**src/rtl/pool_window_ctrl_pkg.sv**
```systemverilog
// pool_window_ctrl_pkg: shared states, pooling modes and default sizes for the pooling window sequencer
package pool_window_ctrl_pkg;
  localparam int DEF_DATA_WIDTH = 16;
  localparam int DEF_REG_NUM = 16;
  typedef enum logic [2:0] {IDLE, FILL, DRAIN, FLUSH, RESULT} state_t;
  typedef enum logic {POOL_MAX, POOL_AVG} pool_mode_t;
endpackage

```
**src/rtl/pool_window_ctrl_reduce.sv**
```systemverilog
// pool_reduce_unit: folds registered regfile read data into one signed max per window (or a scaled sum under AVG_POOL_EN)
module pool_reduce_unit
  import pool_window_ctrl_pkg::*;
#(
  parameter int DATA_WIDTH = DEF_DATA_WIDTH,
  parameter int ACC_W = DEF_DATA_WIDTH
) (
  input  logic                  clk,
  input  logic                  nrst,
  input  logic                  rd_vld,
  input  logic                  first,
`ifdef AVG_POOL_EN
  input  pool_mode_t            mode,
  input  logic [$clog2(ACC_W)-1:0] shift,
`endif
  input  logic [DATA_WIDTH-1:0] rf_out,
  output logic [DATA_WIDTH-1:0] result
);
  logic signed [ACC_W-1:0] acc, acc_nx, smp;
  assign smp = ACC_W'($signed(rf_out));
  always_comb begin
`ifdef AVG_POOL_EN
    acc_nx = first ? smp : mode == POOL_AVG ? acc + smp : (smp > acc ? smp : acc);
`else
    acc_nx = (first || smp > acc) ? smp : acc;
`endif
  end
  always_ff @(posedge clk or negedge nrst)
    if (!nrst) acc <= '0;
    else if (rd_vld) acc <= acc_nx;
`ifdef AVG_POOL_EN
  assign result = mode == POOL_AVG ? DATA_WIDTH'(acc >>> shift) : DATA_WIDTH'(acc);
`else
  assign result = acc;
`endif
endmodule

```
**src/rtl/pool_window_ctrl.sv**
```systemverilog
// pool_window_ctrl: writes pixel pairs into the pooling regfile, then reads the window back and reduces it to one value.
// Define AVG_POOL_EN to add the pool_mode port and average pooling.
module pool_window_ctrl
  import pool_window_ctrl_pkg::*;
#(
  parameter int DATA_WIDTH = DEF_DATA_WIDTH,
  parameter int REG_NUM = DEF_REG_NUM,
  parameter int ADDR_W = $clog2(REG_NUM)
) (
  input  logic                  clk,
  input  logic                  nrst,
  input  logic [ADDR_W:0]       cfg_win_len,
`ifdef AVG_POOL_EN
  input  logic                  pool_mode,
`endif
  input  logic                  in_valid,
  output logic                  in_ready,
  input  logic [DATA_WIDTH-1:0] in_data1,
  input  logic [DATA_WIDTH-1:0] in_data2,
  output logic                  rf_wr_ctrl,
  output logic [DATA_WIDTH-1:0] rf_in1,
  output logic [DATA_WIDTH-1:0] rf_in2,
  output logic [ADDR_W-1:0]     rf_adrs_in1,
  output logic [ADDR_W-1:0]     rf_adrs_in2,
  output logic [ADDR_W-1:0]     rf_adrs_out,
  input  logic [DATA_WIDTH-1:0] rf_out,
  output logic                  res_valid,
  input  logic                  res_ready,
  output logic [DATA_WIDTH-1:0] res_data,
  output logic                  busy
);
`ifdef AVG_POOL_EN
  localparam int ACC_W = DATA_WIDTH + ADDR_W;
  localparam int SH_W = $clog2(ACC_W);
`else
  localparam int ACC_W = DATA_WIDTH;
`endif
  localparam logic [ADDR_W:0] L_MAX = (ADDR_W+1)'(REG_NUM);
  localparam logic [ADDR_W:0] L_MIN = (ADDR_W+1)'(2);
  state_t state, state_nx;
  logic [ADDR_W:0] len_q, len_even, len_in, wptr, wptr_nx;
  logic [ADDR_W-1:0] rptr;
  logic [DATA_WIDTH-1:0] red_res;
  logic accept, go_drain, rd_issue, rd_last, rd_vld, rd_first;
  assign len_even = cfg_win_len & ~(ADDR_W+1)'(1);
`ifdef AVG_POOL_EN
  pool_mode_t mode_in, mode_q;
  logic [ADDR_W:0] len_clip;
  logic [SH_W-1:0] sh_in, sh_q;
  assign mode_in = pool_mode_t'(pool_mode);
  assign len_clip = len_even == '0 ? L_MIN : len_even > L_MAX ? L_MAX : len_even;
  // averaging divides by shifting, so the window is rounded down to a power of two
  always_comb begin
    sh_in = SH_W'(1);
    for (int i = 2; i <= ADDR_W; i++) if (len_clip[i]) sh_in = SH_W'(i);
    len_in = mode_in == POOL_AVG ? (ADDR_W+1)'(1) << sh_in : len_clip;
  end
`else
  assign len_in = len_even == '0 ? L_MIN : len_even > L_MAX ? L_MAX : len_even;
`endif
  assign accept = in_valid && in_ready;
  assign wptr_nx = wptr + (ADDR_W+1)'(2);
  assign go_drain = accept && wptr_nx == (state == IDLE ? len_in : len_q);
  assign rd_issue = state == DRAIN;
  assign rd_last = {1'b0, rptr} == len_q - (ADDR_W+1)'(1);
  always_comb begin
    state_nx = go_drain ? DRAIN
             : state == IDLE && accept ? FILL
             : state == DRAIN && rd_last ? FLUSH
             : state == FLUSH ? RESULT
             : state == RESULT && res_ready ? IDLE
             : state;
    in_ready = nrst && (state == IDLE || state == FILL);
    busy = state != IDLE;
    rf_wr_ctrl = in_valid && in_ready;
    rf_in1 = rf_wr_ctrl ? in_data1 : '0;
    rf_in2 = rf_wr_ctrl ? in_data2 : '0;
    rf_adrs_in1 = rf_wr_ctrl ? wptr[ADDR_W-1:0] : '0;
    rf_adrs_in2 = rf_wr_ctrl ? wptr[ADDR_W-1:0] + ADDR_W'(1) : '0;
    rf_adrs_out = rd_issue ? rptr : '0;
    res_valid = state == RESULT;
    res_data = res_valid ? red_res : '0;
  end
  always_ff @(posedge clk or negedge nrst)
    if (!nrst) begin
      state <= IDLE;
      len_q <= '0;
      wptr <= '0;
      rptr <= '0;
      rd_vld <= 1'b0;
      rd_first <= 1'b0;
`ifdef AVG_POOL_EN
      mode_q <= POOL_MAX;
      sh_q <= '0;
`endif
    end else begin
      state <= state_nx;
      if (accept && state == IDLE) begin
        len_q <= len_in;
`ifdef AVG_POOL_EN
        mode_q <= mode_in;
        sh_q <= sh_in;
`endif
      end
      if (accept) wptr <= go_drain ? '0 : wptr_nx;
      if (rd_issue) rptr <= rd_last ? '0 : rptr + ADDR_W'(1);
      rd_vld <= rd_issue;
      rd_first <= rd_issue && rptr == '0;
    end
  pool_reduce_unit #(.DATA_WIDTH(DATA_WIDTH), .ACC_W(ACC_W)) u_reduce (
    .clk(clk),
    .nrst(nrst),
    .rd_vld(rd_vld),
    .first(rd_first),
`ifdef AVG_POOL_EN
    .mode(mode_q),
    .shift(sh_q),
`endif
    .rf_out(rf_out),
    .result(red_res)
  );
endmodule

```
**config.mk**
```make
export PLATFORM = sky130hd
export DESIGN_NAME = pool_window_ctrl
export DESIGN_NICKNAME = d
export VERILOG_FILES = /design/src/rtl/pool_window_ctrl_pkg.sv /design/src/rtl/pool_window_ctrl_reduce.sv /design/src/rtl/pool_window_ctrl.sv
export SDC_FILE = /design/constraint.sdc
export NUM_CORES = 1
export LEC_CHECK = 0
export CORE_MARGIN = 2
export CORE_UTILIZATION = 41
export DETAILED_ROUTE_END_ITERATION = 7
export PLACE_DENSITY = 0.81
export RECOVER_POWER = 100
export SETUP_SLACK_MARGIN = 0.5
export SYNTH_ARGS = -nofsm -noshare
export SYNTH_HDL_FRONTEND = slang
export SYNTH_SLANG_ARGS = --single-unit
```
**constraint.sdc**
```tcl
create_clock -name clk -period 3 [get_ports clk]
set_clock_uncertainty 0.2 [all_clocks]
set_input_delay 0.6 -clock clk [delete_from_list [all_inputs] [get_ports clk]]
set_output_delay 0.6 -clock clk [all_outputs]
set_load 0.01 [all_outputs]
```
==> flow_summary.json <==
{
  "setup_violations": 0,
  "num_rows": 28,
  "die_h_um": 81.5,
  "ff_latch_area_um2": 828,
  "start_util": 0.421,
  "area_delta_synth_final_pct": 66.4,
  "holdPathStages": 1,
  "synthTopCellsByArea": "dfrtp_1 (34%), ha_1 (10%), and3_1 (9.9%)",
  "cts_tree": "yes",
  "path_max_fanout": 5,
  "synth-seq-area-share": 0.335,
  "synth_commonest_cells": "and3_1 (39), dfrtp_1 (33), inv_1 (24)",
  "cts_buffers": 5,
  "grt_pass1_vias": 2615,
  "clock_latency_ns": 0.30,
  "dr.pass1.iters": 4,
  "finalPower_mw": 2.48,
  "drive_above_1_share": 0.261,
  "grt_first_pass_wirelength_um": 12700,
  "crit_type": "in2reg",
  "ys_ff_latch": 33,
  "placed_cell_area_mm2": 0.00387,
  "whs_ns": 0.321,
  "clockRootBuffer": "clkbuf_8",
  "violations": "capacitance limit, slew limit",
  "holdCritStartpoint": "u_reduce.result[8]",
  "clock_path_buffers": 2,
  "final_area_mm2": 0.00410,
  "reg2reg_setup_slack_ns": 0.34,
  "synth_top_area_frac": 0.335,
  "synthesis.nets": 350,
  "power_density_mw_per_mm2": 606,
  "yosysWarnings": 0,
  "fin_crit_ns": 2.69,
  "io_pins": 121,
  "path_clk_slew_ns": 0.07,
  "ff2ff_path_depth": 9,
  "worst_ep_required_time_ns": 2.97,
  "crit_start": "rf_out[10]",
  "reg2reg_to": "u_reduce.result[6]",
  "holdBufCountCts": 0,
  "r2r_start": "u_reduce.result[13]",
  "drv_slew": 34,
  "portBuffers": 118,
  "dp.cells": 463,
  "gp_congestion": 0.800,
  "clock-sinks": 33,
  "synth_area_mm2": 0.00246,
  "postSynthCellCount": 273,
  "ant_nets": 0,
  "htreeDepth": 2,
  "yosysUniqueCellTypes": 48,
  "peakVddDrop_mv": 0.358,
  "n_antenna_cell": 0,
  "die_area_mm2": 0.00664,
  "gr-total-overflow": 0,
  "worst_pin_slew_ns": 1.86,
  "hold_path_end": "u_reduce.result[8]",
  "rsz0062_at_grt": "true",
  "routedWlPerCell_um": 17.0,
  "synth_ff_type": "dfrtp_1",
  "via_per_inst": 5.24,
  "crit_path_end_kind": "register",
  "fin_nets": 493,
  "fmax_mhz": 371,
  "grt.total_usage": 0.250,
  "hold_viol_final": 0,
  "drc": 0,
  "maxCapViolations": 1,
  "die_x_um": 81.5,
  "wirelength_um": 8360,
  "slew_headroom": -0.237,
  "synth-edff-count": 0,
  "arrival_ns": 2.67,
  "hpwlAfterDp_um": 5430,
  "hold_path.class": "reg2reg",
  "antenna_found_initial": 0,
  "yosysMostFrequentCell": "and3_1",
  "final_cells": 492,
  "drt-initial-drc-count": 65,
  "leakagePower_nw": 1.96,
  "routed-via-count": 2578,
  "core-area_mm2": 0.00585,
  "worstSetupStartpointType": "primary input",
  "status": "complete, but fails checks",
  "finalSetupTns_ns": 0,
  "multi_input_area_mm2": 0.00175,
  "fillCellCount": 470,
  "synthArstFlopShare": 1.00,
  "grt_max_degree": 34,
  "finalCritPeriodShare": 0.898,
  "synth_top_area_cell": "dfrtp_1",
  "synth.avg_cell_area_um2": 9.02
}
cells in the final DEF, fill, tap and decap left out, types with 3 or more instances in the layout:
cell / instances
dlygate4sd3_1: 3
and3_4: 9
nor2_1: 8
and3_1: 30
nand2b_1: 7
inv_1: 19
mux2_1: 4
ha_4: 10
clkbuf_2: 6
xor2_1: 4
buf_2: 5
a21oi_1: 8
inv_2: 6
clkbuf_1: 47
dlygate4sd2_1: 18
clkbuf_8: 5
nand3_1: 5
ha_1: 9
buf_4: 11
o21ai_0: 5
dlymetal6s2s_1: 4
dfrtp_1: 31
buf_6: 13
xnor2_1: 4
nand2_1: 16
buf_12: 3
o21ai_1: 3
mux2_4: 8
mux2_2: 7
nor3_1: 8
and2_1: 16
clkdlybuf4s50_1: 35
through the flow:
| step | worst slack [ns] | util |
|---|---|---|
| after floorplan | 0.460 | - |
| after global placement | -0.0692 | 0.661 |
| after CTS | 0.377 | 0.713 |
| final | 0.307 | 0.700 |
| after detailed placement | -0.0979 | 0.661 |
| after global routing | 0.213 | 0.700 |
power breakdown:
| group | leakage, nW | switching, mW | internal (mW) | total [mW] |
|---|---|---|---|---|
| registers | 0.433 | 0.139 | 0.557 | 0.696 |
| logic | 1.47 | 0.656 | 0.702 | 1.36 |
| clock network | 0.0543 | 0.181 | 0.249 | 0.430 |
state kept, by name (all words and copies together) (netlist names):
register	count
rptr	4
wptr	4
rd_first	1
u_reduce.result	16
state	3
len_q	4
rd_vld	1
worst max path at each step:
stage	depth (start not counted)	slack [ns]	end
2_1_floorplan	8	0.46	u_reduce.result[10]
3_3_place_gp	5	-0.07	rf_adrs_in2[3]
3_5_place_dp	5	-0.1	rf_adrs_in1[3]
4_1_cts	4	0.38	rf_adrs_out[1]
5_1_grt	9	0.21	u_reduce.result[10]
6_report	9	0.31	u_reduce.result[6]
timing repair:
action                     4_1_cts  5_1_grt
setup buffers                   10        5
resized for setup              204       96
pin swaps                       23       21
cloned                           5        1
setup endpoints to repair       79       75
routing by layer:
| layer | part of all wire | GRT usage | vias up | routed length, um |
|---|---|---|---|---|
| li1 | - | - | 1236 | - |
| met1 | 0.38 | 0.283 | 1233 | 3170 |
| met2 | 0.54 | 0.460 | 95 | 4550 |
| met3 | 0.063 | 0.0648 | 14 | 528 |
| met4 | 0.013 | 0.0729 | 0 | 107 |
| met5 | 0 | 0 | - | 0 |
critical path, cell delays in order:
cell	delay (ns)
clkdlybuf4s15_1	0.22
ha_1	0.32
nand2_2	0.07
nor3_1	0.25
nor3_1	0.11
a2bb2oi_1	0.15
o211ai_2	0.23
clkbuf_1	0.34
mux2_1	0.38
cell families after synthesis:
logic type / share of synthesized area
fa+ha+maj: 0.102
mux: 0.0950
xor+xnor: 0.0285
compound gates: 0.103
flops: 0.335
other cells: 0.00152
simple gates: 0.265
buf+inv: 0.0696
layout make-up:
class                           count  area share
Multi-Input combinational cell    200       0.426
Clock inverter                      3      0.0113
Clock buffer                        5      0.0168
Inverter                           25      0.0229
Timing Repair Buffer              151       0.297
Sequential cell                    33       0.202
Tap cell                           75      0.0229
Note: power is estimated with default switching activity, not from simulation.
